==> src/rtl/core_mem.sv <==
// core_mem: memory-access pipeline stage. It takes EX/MEM entries, drives a single-outstanding bus master and produces MEM/WB results.
// Optional feature: define CORE_MEM_MISALIGN_EN to trap misaligned H/W accesses. When it is undefined, the low address bits are masked.
module core_mem (
    input  logic        clk,
    input  logic        rest,
    // EX/MEM
    input  logic        em_valid,
    output logic        em_ready,
    input  logic [31:0] em_reg_data_mem_addr,
    input  logic [31:0] em_csr_data_mem_data,
    input  logic        em_mem_read,
    input  logic        em_mem_write,
    input  logic [2:0]  em_mem_op_type,
    input  logic [4:0]  em_rd,
    input  logic        em_reg_write,
    input  logic        em_reg_write_sel,
    input  logic [11:0] em_csr,
    input  logic        em_csr_write,
    // MEM/WB
    output logic        mw_valid,
    input  logic        mw_ready,
    output logic [31:0] mw_reg_data,
    output logic [4:0]  mw_rd,
    output logic        mw_reg_write,
    output logic [11:0] mw_csr,
    output logic [31:0] mw_csr_data,
    output logic        mw_csr_write,
    // bus master
    output logic        bus_req_valid,
    input  logic        bus_req_ready,
    output logic [31:0] bus_addr,
    output logic        bus_write,
    output logic [31:0] bus_wdata,
    output logic [3:0]  bus_byte_en,
    input  logic        bus_rsp_valid,
    input  logic [31:0] bus_rsp_rdata,
    // misaligned-access exception
    output logic        exc_valid,
    input  logic        exc_ready,
    output logic [31:0] exc_cause,
    output logic [31:0] exc_tval
);

    typedef enum logic [1:0] {S_IDLE, S_REQ, S_RSP, S_EXC} state_t;

    state_t      state, state_nxt;
    logic        accept, is_mem, is_load, misaligned, rsp_take;
    logic [1:0]  off_raw, off_eff;
    logic [31:0] st_wdata, ld_data;
    logic [3:0]  st_be;
    logic [7:0]  ld_byte;
    logic [15:0] ld_half;

    // Fields latched on accept. They are used when the bus response returns.
    logic [31:0] q_alu, q_csr_data;
    logic [2:0]  q_op;
    logic [1:0]  q_off;
    logic [4:0]  q_rd;
    logic        q_reg_write, q_reg_write_sel, q_csr_write;
    logic [11:0] q_csr;

    // NOTE: em_ready is gated by rest so that it reads 0 while reset is held. The ready term alone would be 1 in IDLE.
    assign em_ready = rest & (state == S_IDLE) & (!mw_valid | mw_ready);
    assign accept   = em_valid & em_ready;
    assign is_mem   = em_mem_read | em_mem_write;
    assign is_load  = em_mem_read;
    assign off_raw  = em_reg_data_mem_addr[1:0];
    assign rsp_take = (state == S_RSP) & bus_rsp_valid;
    assign bus_req_valid = (state == S_REQ);

    // Natural alignment: H drops off[0], and W/other sizes drop both offset bits.
    // NOTE: every variable assigned in an always_comb block gets a default first, so that no latch is inferred.
    always_comb begin
        off_eff  = 2'b00;
        st_wdata = em_csr_data_mem_data;
        st_be    = 4'b1111;
        unique case (em_mem_op_type[1:0])
            2'b00: begin
                off_eff  = off_raw;
                st_wdata = {4{em_csr_data_mem_data[7:0]}};
                st_be    = 4'b0001 << off_raw;
            end
            2'b01: begin
                off_eff  = {off_raw[1], 1'b0};
                st_wdata = {2{em_csr_data_mem_data[15:0]}};
                st_be    = 4'b0011 << {off_raw[1], 1'b0};
            end
            default: ;
        endcase
    end

`ifdef CORE_MEM_MISALIGN_EN
    assign misaligned = is_mem & (off_eff != off_raw);
`else
    assign misaligned = 1'b0;
`endif

    always_comb begin
        state_nxt = state;
        unique case (state)
            S_IDLE: if (accept && is_mem) state_nxt = misaligned ? S_EXC : S_REQ;
            S_REQ:  if (bus_req_ready)    state_nxt = S_RSP;
            S_RSP:  if (bus_rsp_valid)    state_nxt = S_IDLE;
            S_EXC:  if (exc_ready)        state_nxt = S_IDLE;
            default: state_nxt = S_IDLE;
        endcase
    end

    // NOTE: sequential state uses non-blocking assignments only.
    always_ff @(posedge clk or negedge rest) begin
        if (!rest) state <= S_IDLE;
        else       state <= state_nxt;
    end

    // Load extraction uses the latched offset and size, because the bus returns the whole word.
    always_comb begin
        ld_byte = bus_rsp_rdata[{q_off, 3'b000} +: 8];
        ld_half = bus_rsp_rdata[{q_off[1], 4'b0000} +: 16];
        unique case (q_op[1:0])
            2'b00:   ld_data = {{24{~q_op[2] & ld_byte[7]}}, ld_byte};
            2'b01:   ld_data = {{16{~q_op[2] & ld_half[15]}}, ld_half};
            default: ld_data = bus_rsp_rdata;
        endcase
    end

    // NOTE: the latched fields are ordinary flops and they get a reset value. This keeps every output at 0 during reset.
    always_ff @(posedge clk or negedge rest) begin
        if (!rest) begin
            q_alu           <= '0;
            q_csr_data      <= '0;
            q_op            <= '0;
            q_off           <= '0;
            q_rd            <= '0;
            q_reg_write     <= 1'b0;
            q_reg_write_sel <= 1'b0;
            q_csr           <= '0;
            q_csr_write     <= 1'b0;
            bus_addr        <= '0;
            bus_write       <= 1'b0;
            bus_wdata       <= '0;
            bus_byte_en     <= '0;
        end else if (accept) begin
            q_alu           <= em_reg_data_mem_addr;
            q_csr_data      <= em_csr_data_mem_data;
            q_op            <= em_mem_op_type;
            q_off           <= off_eff;
            q_rd            <= em_rd;
            q_reg_write     <= em_reg_write;
            q_reg_write_sel <= em_reg_write_sel;
            q_csr           <= em_csr;
            q_csr_write     <= em_csr_write;
            if (is_mem && !misaligned) begin
                bus_addr    <= {em_reg_data_mem_addr[31:2], 2'b00};
                bus_write   <= ~is_load;
                bus_wdata   <= st_wdata;
                bus_byte_en <= is_load ? 4'b1111 : st_be;
            end
        end
    end

    // MEM/WB slot. A non-mem accept and a bus response cannot happen together: the first needs IDLE and the second needs RSP.
    always_ff @(posedge clk or negedge rest) begin
        if (!rest) begin
            mw_valid     <= 1'b0;
            mw_reg_data  <= '0;
            mw_rd        <= '0;
            mw_reg_write <= 1'b0;
            mw_csr       <= '0;
            mw_csr_data  <= '0;
            mw_csr_write <= 1'b0;
        end else if (accept && !is_mem) begin
            mw_valid     <= 1'b1;
            mw_reg_data  <= em_reg_data_mem_addr;
            mw_rd        <= em_rd;
            mw_reg_write <= em_reg_write;
            mw_csr       <= em_csr;
            mw_csr_data  <= em_csr_data_mem_data;
            mw_csr_write <= em_csr_write;
        end else if (rsp_take) begin
            mw_valid     <= 1'b1;
            mw_reg_data  <= q_reg_write_sel ? ld_data : q_alu;
            mw_rd        <= q_rd;
            mw_reg_write <= q_reg_write;
            mw_csr       <= q_csr;
            mw_csr_data  <= q_csr_data;
            mw_csr_write <= q_csr_write;
        end else if (mw_ready) begin
            mw_valid     <= 1'b0;
        end
    end

`ifdef CORE_MEM_MISALIGN_EN
    assign exc_valid = (state == S_EXC);

    always_ff @(posedge clk or negedge rest) begin
        if (!rest) begin
            exc_cause <= '0;
            exc_tval  <= '0;
        end else if (accept && misaligned) begin
            exc_cause <= is_load ? 32'd4 : 32'd6;
            exc_tval  <= em_reg_data_mem_addr;
        end else if ((state == S_EXC) && exc_ready) begin
            exc_cause <= '0;
            exc_tval  <= '0;
        end
    end
`else
    assign exc_valid = 1'b0;
    assign exc_cause = '0;
    assign exc_tval  = '0;
`endif

endmodule

==> config.mk <==
export PLATFORM = sky130hd
export DESIGN_NAME = core_mem
export DESIGN_NICKNAME = d
export VERILOG_FILES = /design/src/rtl/core_mem.sv
export SDC_FILE = /design/constraint.sdc
export NUM_CORES = 1
export LEC_CHECK = 0
export ABC_AREA = 1
export BUFFER_PORTS_ARGS = -buffer_cell sky130_fd_sc_hd__buf_2
export CORE_MARGIN = 1
export CORE_UTILIZATION = 47
export CTS_BUF_LIST = sky130_fd_sc_hd__clkbuf_16
export CTS_CLUSTER_DIAMETER = 200
export DETAILED_ROUTE_END_ITERATION = 10
export GPL_TIMING_DRIVEN = 0
export PLACE_DENSITY = 0.82
export SLEW_MARGIN = 20
export SYNTH_ARGS = -nofsm -noshare
export SYNTH_HDL_FRONTEND = slang
export SYNTH_SLANG_ARGS = --single-unit
==> constraint.sdc <==
create_clock -name clk -period 1.6 [get_ports clk]
set_input_delay 0.32 -clock clk [delete_from_list [all_inputs] [get_ports clk]]
set_output_delay 0.32 -clock clk [all_outputs]
set_load 0.01 [all_outputs]
==> flow_metrics.env, run 1 <==
export IMPL_p_leak_nw=8.58
export IMPL_route_detailed_drc=0
export IMPL_violations="negative hold slack, negative setup slack"
export IMPL_via_per_inst=5.25
export IMPL_hold_ws_ps=-358
export IMPL_p_sw_share_pct=38.8
export IMPL_synthArstFlopShare_pct=100
export IMPL_fin_ws_ps=-143
export IMPL_die_area_um2=24600
export IMPL_cts_root_buf="clkbuf_16"
export IMPL_worstReg2RegEnd="mw_csr_data[11]"
export IMPL_dpl_hpwl_um=27100
export IMPL_ys_ff_latch=242
export IMPL_critPathKind="flop to flop"
export IMPL_wl_per_cell_um=18.8
export IMPL_row_count=56
export IMPL_io_buffers=279
export IMPL_hp_class="input port to async pin"
export IMPL_cts_path_max_buffers=3
export IMPL_fin_tns_setup_ps=-9920
export IMPL_cpLargestDelayFamily="simple AND/OR/NAND/NOR gates"
export IMPL_cp_end_kind="flop"
export IMPL_cts_num_sinks=242
export IMPL_postRouteAntennaNets=0
export IMPL_mostFrequentLayoutCells="nand2_1 (459), buf_2 (284), dfrtp_1 (240)"
export IMPL_track_usage_pct=31.4
export IMPL_path_depth=8
export IMPL_tritoncts="built"
export IMPL_cp_required_ps=2010
export IMPL_drtIter0Drc=1001
export IMPL_fin_skew_ps=9.46
export IMPL_crit_buf_inv=2
export IMPL_ctsHtreeMaxLevel=1
export IMPL_insertion_delay_ps=540
export IMPL_fmaxAchievable_mhz=574
export IMPL_final_cells=2164
export IMPL_grt_max_degree=96
export IMPL_clkTransAtPathRegs_ps=60
export IMPL_dieHeight_um=157
export IMPL_layout_commonest_cell="nand2_1"
export IMPL_grt_pass1_vias=10600
export IMPL_worst_pin_slew_ps=690
export IMPL_grt_remaining_overflow=0
export IMPL_antenna_found_initial=8
export IMPL_finalHoldViolations=92
export IMPL_period_share_pct=109
export IMPL_pre_cts_ws_ps=-1530
export IMPL_core_area_um2=23500
export IMPL_ys_warn_count=0
export IMPL_syn_area_um2=11200
export IMPL_post_route_min_period_ps=1740
export IMPL_max_stage_delay_ps=440
export IMPL_fp_dieW_um=157
export IMPL_gp_congestion=0.913
export IMPL_crit_end="mw_csr_data[11]"
export IMPL_setup_viol=134
export IMPL_synth_area_per_cell_um2=8.10
export IMPL_critPathMostFrequentCell="nor2_4"
export IMPL_start_util_pct=47.9
export IMPL_synth_cell_type_count=27
export IMPL_maxCapViolations=0
export IMPL_dp_cells=2054
export IMPL_rrSetupSlack_ps=-140
export IMPL_path_max_fanout=8
export IMPL_power_switching_mw=11.4
export IMPL_rsz0062_at_grt="yes"
export IMPL_p_per_area_nw_per_um2=1800
export IMPL_path_cells="nor2_4 -> nand4_4 -> nor2_4 -> nor2_4 -> buf_12 -> clkbuf_16 -> nand2_4 -> o211ai_1"
export IMPL_cts_inserted_buffers=26
export IMPL_drive_gt1_share_pct=34.3
export IMPL_max_slew_margin_pct=53.8
export IMPL_totalWireLength_um=40700
export IMPL_synth_edf_count=0
export IMPL_cpMaxStageDelayCell="dfrtp_2"
export IMPL_ir_worst_vdd_uv=1180
export IMPL_power_frac_clock_pct=21.7
export IMPL_seqPwrFrac_pct=37.0
export IMPL_critPathLaunchType="flop"
export IMPL_grt_pass1_wl_um=58500
export IMPL_fin_nets=1947
export IMPL_drv_slew=0
export IMPL_yosys_most_used_dff="dfrtp_1"
export IMPL_startpoint="state[0]"
export IMPL_r2r_start="state[0]"
export IMPL_internal_power_mw=17.9
export IMPL_first_pass_iters=6
export IMPL_worst_ep_arrival_time_ps=2150
export IMPL_p_comb_share_pct=41.3
export IMPL_area_delta_synth_final_pct=44.6
export IMPL_ios=348
export IMPL_vias=11400
export IMPL_status="finished with violations"
export IMPL_r2r_cells=8
export IMPL_ys_seq_area_share_pct=53.8
export IMPL_syn_inst=1388
==> worst register-to-register path: cells and delay by family, from the launching register on <==
kind / cells / cell delay [ps]
and+or+nand+nor: 5 / 730
DFF: 1 / 440
buffers and inverters: 2 / 370
AOI/OAI and AO/OA: 1 / 80
==> kinds of logic after synthesis <==
logic type / count (synthesis) / share of synthesized area [%]
AO/OA/AOI/OAI: 275 / 13.8
flip-flops: 242 / 53.8
buffers and inverters: 254 / 11.1
AND/OR/NAND/NOR: 615 / 21.1
other: 1 / 0.0333
multiplexers: 1 / 0.100
==> metal layers <==
metal  track usage [%]  up-vias  routed length, um
met4              14.9        0               1800
met1              42.2     5470              16400
li1                  -     5178                  -
met2              49.8      592              19000
met5                 0        -                  0
met3              5.07      114               3410
==> state kept, by name (all words and copies together), names as in the netlist, 12 cells and up <==
signal and flops:
bus_addr 30, q_csr 12, bus_wdata 32, q_csr_data 32, mw_csr_data 32, mw_reg_data 32
q_alu 32, mw_csr 12
==> power groups by stage <==
stage	clock network (mW)	registers (mW)	logic, mW
floorplan	0	11.2	4.96
global placement	0	10.4	9.55
detailed placement	0	10.5	9.84
CTS	6.37	10.6	11.1
global route	6.63	11.1	13.2
finish	6.35	10.8	12.1
==> worst min path at each step <==
stage | slack [ps] | cells past startpoint | from | endpoint
after floorplan | 20 | 0 | rest | bus_addr[10]
after global placement | 450 | 2 | bus_addr[25] | bus_addr[25]
after detailed placement | 390 | 1 | rest | bus_addr[26]
after CTS | -290 | 1 | rest | bus_addr[27]
after global routing | -350 | 1 | rest | q_alu[12]
final | -360 | 1 | rest | q_alu[12]
==> area by class of cell <==
class                   instances  area, um2
multi-input cells             958       4650
clock buffers                  26        651
fillers                      1842       7210
diodes                          8       20.0
well taps                     319        399
inverters                     112        443
plain buffers                 140       1310
flip-flops and latches        242       6060
repair buffers                339       2500
clock inverters                20        235
==> cells in the mapped netlist, types with 2 or more instances <==
library cell | n | share of area, %
nand3_1 | 16 | 0.71
o211ai_1 | 61 | 4.1
a31oi_1 | 12 | 0.67
buf_1 | 5 | 0.17
buf_2 | 29 | 1.3
nor2_1 | 35 | 1.2
nand4_1 | 5 | 0.28
inv_1 | 106 | 3.5
nand2_1 | 551 | 18
dfrtp_1 | 242 | 54
nor2_2 | 2 | 0.11
clkbuf_1 | 39 | 1.3
a21oi_1 | 63 | 2.8
buf_4 | 68 | 4.5
inv_2 | 5 | 0.17
o21ai_1 | 10 | 0.45
or2_2 | 2 | 0.11
o21ai_0 | 128 | 5.7
==> timing repair <==
item / 4_1_cts / 5_1_grt
resized for setup: 232 / 153
cloned: 16 / 11
setup buffers: 19 / 5
hold buffers: 5 / 2
hold endpoints to repair: 98 / 139
pin swaps: 17 / 4
endpoints found under the setup margin: 242 / 230
==> stage by stage <==
step           utilization (%)  power (mW)  hold WS [ps]  area, um2
4_1_cts                   66.0        28.1          -285      15500
6_report                  69.3        29.3          -358      16300
5_1_grt                   69.3        31.0          -349      16300
3_5_place_dp              56.9        20.4           389      13400
3_3_place_gp              56.6        20.0           450      13300
2_1_floorplan                -        16.2          24.4      11500
Power figures use the tool's default switching activity.
==> inputs of run 2 (changes only) <==
==> constraint.sdc (replaced) <==
create_clock -name clk -period 1.6 [get_ports clk]
set_input_delay 0.4 -clock clk [delete_from_list [all_inputs] [get_ports clk]]
set_output_delay 0.4 -clock clk [all_outputs]
set_load 0.01 [all_outputs]
==> flow_metrics.env, run 2 (synthesis gave the netlist of run 1 again) <==
export IMPL_status="finished with violations"
export IMPL_violations="negative hold slack, negative setup slack"
export IMPL_track_usage_pct=31.0
export IMPL_p_comb_share_pct=42.0
export IMPL_path_cells="nor2_4 -> nand4_4 -> nor2_4 -> nor2_4 -> buf_4 -> buf_6 -> nand2_1 -> nand2_1 -> inv_1 -> nand2_1"
export IMPL_r2r_start="state[1]"
export IMPL_insertion_delay_ps=540
export IMPL_ios=348
export IMPL_period_share_pct=111
export IMPL_pre_cts_ws_ps=-1610
export IMPL_wl_per_cell_um=19.1
export IMPL_ctsHtreeMaxLevel=1
export IMPL_via_per_inst=5.29
export IMPL_grt_max_degree=56
export IMPL_area_delta_synth_final_pct=45.6
export IMPL_n_fill_cell=1812
export IMPL_cp_required_ps=2030
export IMPL_post_route_min_period_ps=1780
export IMPL_cts_root_buf="clkbuf_16"
export IMPL_fin_skew_ps=10.1
export IMPL_power_frac_clock_pct=21.3
export IMPL_core_area_um2=23500
export IMPL_cpLargestDelayFamily="simple AND/OR/NAND/NOR gates"
export IMPL_max_slew_margin_pct=54.5
export IMPL_cts_num_sinks=242
export IMPL_totalWireLength_um=41300
export IMPL_fmaxAchievable_mhz=561
export IMPL_seqPwrFrac_pct=36.7
export IMPL_path_max_fanout=6
export IMPL_cpMaxStageDelayCell="dfrtp_2"
export IMPL_fin_ws_ps=-184
export IMPL_path_depth=10
export IMPL_grt_pass1_wl_um=57600
export IMPL_finalPower_mw=29.7
export IMPL_cts_inserted_buffers=26
export IMPL_critPathLaunchType="flop"
export IMPL_start_util_pct=47.9
export IMPL_critPathKind="flop to flop"
export IMPL_drive_gt1_share_pct=36.9
export IMPL_fin_tns_setup_ps=-14790
export IMPL_grt_pass1_vias=10400
export IMPL_max_stage_delay_ps=430
export IMPL_p_per_area_nw_per_um2=1810
export IMPL_rrSetupSlack_ps=-180
export IMPL_fin_area_um2=16400
export IMPL_p_sw_share_pct=39.3
export IMPL_vias=11400
export IMPL_r2r_cells=10
export IMPL_hp_class="input port to async pin"
export IMPL_worst_pin_slew_ps=681
export IMPL_fp_dieW_um=157
export IMPL_grt_remaining_overflow=0
export IMPL_tritoncts="built"
export IMPL_gp_congestion=0.913
export IMPL_dpl_hpwl_um=27100
export IMPL_setup_viol=138
export IMPL_antenna_found_initial=9
export IMPL_drtIter0Drc=968
export IMPL_die_area_um2=24600
export IMPL_route_detailed_drc=0
export IMPL_clkTransAtPathRegs_ps=70
export IMPL_worstReg2RegEnd="mw_reg_data[19]"
export IMPL_cts_path_max_buffers=3
export IMPL_ir_worst_vdd_uv=1020
export IMPL_fin_nets=1944
export IMPL_io_buffers=279
export IMPL_finalHoldViolations=93
export IMPL_worst_ep_arrival_time_ps=2210
export IMPL_mostFrequentLayoutCells="nand2_1 (430), buf_2 (288), dfrtp_1 (241)"
export IMPL_power_switching_mw=11.7
export IMPL_maxCapViolations=0
export IMPL_first_pass_iters=5
export IMPL_cp_end_kind="flop"
export IMPL_drv_slew=0
export IMPL_rsz0062_at_grt="yes"
export IMPL_row_count=56
export IMPL_crit_buf_inv=3
export IMPL_hold_ws_ps=-271
export IMPL_layout_commonest_cell="nand2_1"
export IMPL_placed_area_um2=13400
export IMPL_dieHeight_um=157
export IMPL_internal_power_mw=18.0
export IMPL_p_leak_nw=8.63
export IMPL_postRouteAntennaNets=0
## run 2: what timing repair did
action	4_1_cts	5_1_grt
endpoints found under the setup margin	243	201
gates resized for setup	149	320
endpoints found under the hold margin	93	93
cloned	8	19
pin swaps	19	27
buffers inserted	17	11
## run 2: worst max-delay path by stage
stage	from	end	slack, ps
after detailed placement	rest	bus_wdata[23]	-1610
after floorplan	state[1]	mw_reg_data[3]	40
after global routing	state[0]	mw_reg_data[19]	-240
after CTS	state[0]	em_ready	-150
final	state[1]	mw_reg_data[19]	-180
after global placement	rest	bus_byte_en[3]	-5380
## run 2: per-stage QoR
step,util [%],std cells
after floorplan,-,1454
after global placement,56.6,2052
after detailed placement,56.9,2054
after CTS,63.9,2123
after global routing,69.8,2160
final,69.8,2161
## run 2: final cells by class
type                       instances  area [um2]  share of cell area, %
tap                              319         399                   2.44
clock buffer                      26         651                   3.97
sequential                       242        6060                   37.0
clock inverter                    20         235                   1.44
antenna                            8        20.0                  0.122
timing repair buffer             336        2440                   14.9
inverter                         112         445                   2.72
multi-input combinational        958        4850                   29.6
buffer                           140        1280                   7.84
## run 2: power groups by stage
stage / combinational, mW / sequential [mW] / clock (mW)
floorplan: 4.96 / 11.2 / 0
global placement: 9.55 / 10.4 / 0
detailed placement: 9.84 / 10.5 / 0
CTS: 10.6 / 10.5 / 6.37
global route: 13.6 / 11.2 / 6.64
finish: 12.5 / 10.9 / 6.34
## run 2: layer usage
layer	track usage, %	vias up	share of wire, %
li1	-	5182	-
met1	41.6	5475	40
met2	49.1	644	47
met3	5.10	127	8.4
met4	14.4	0	4.9
met5	0	-	0
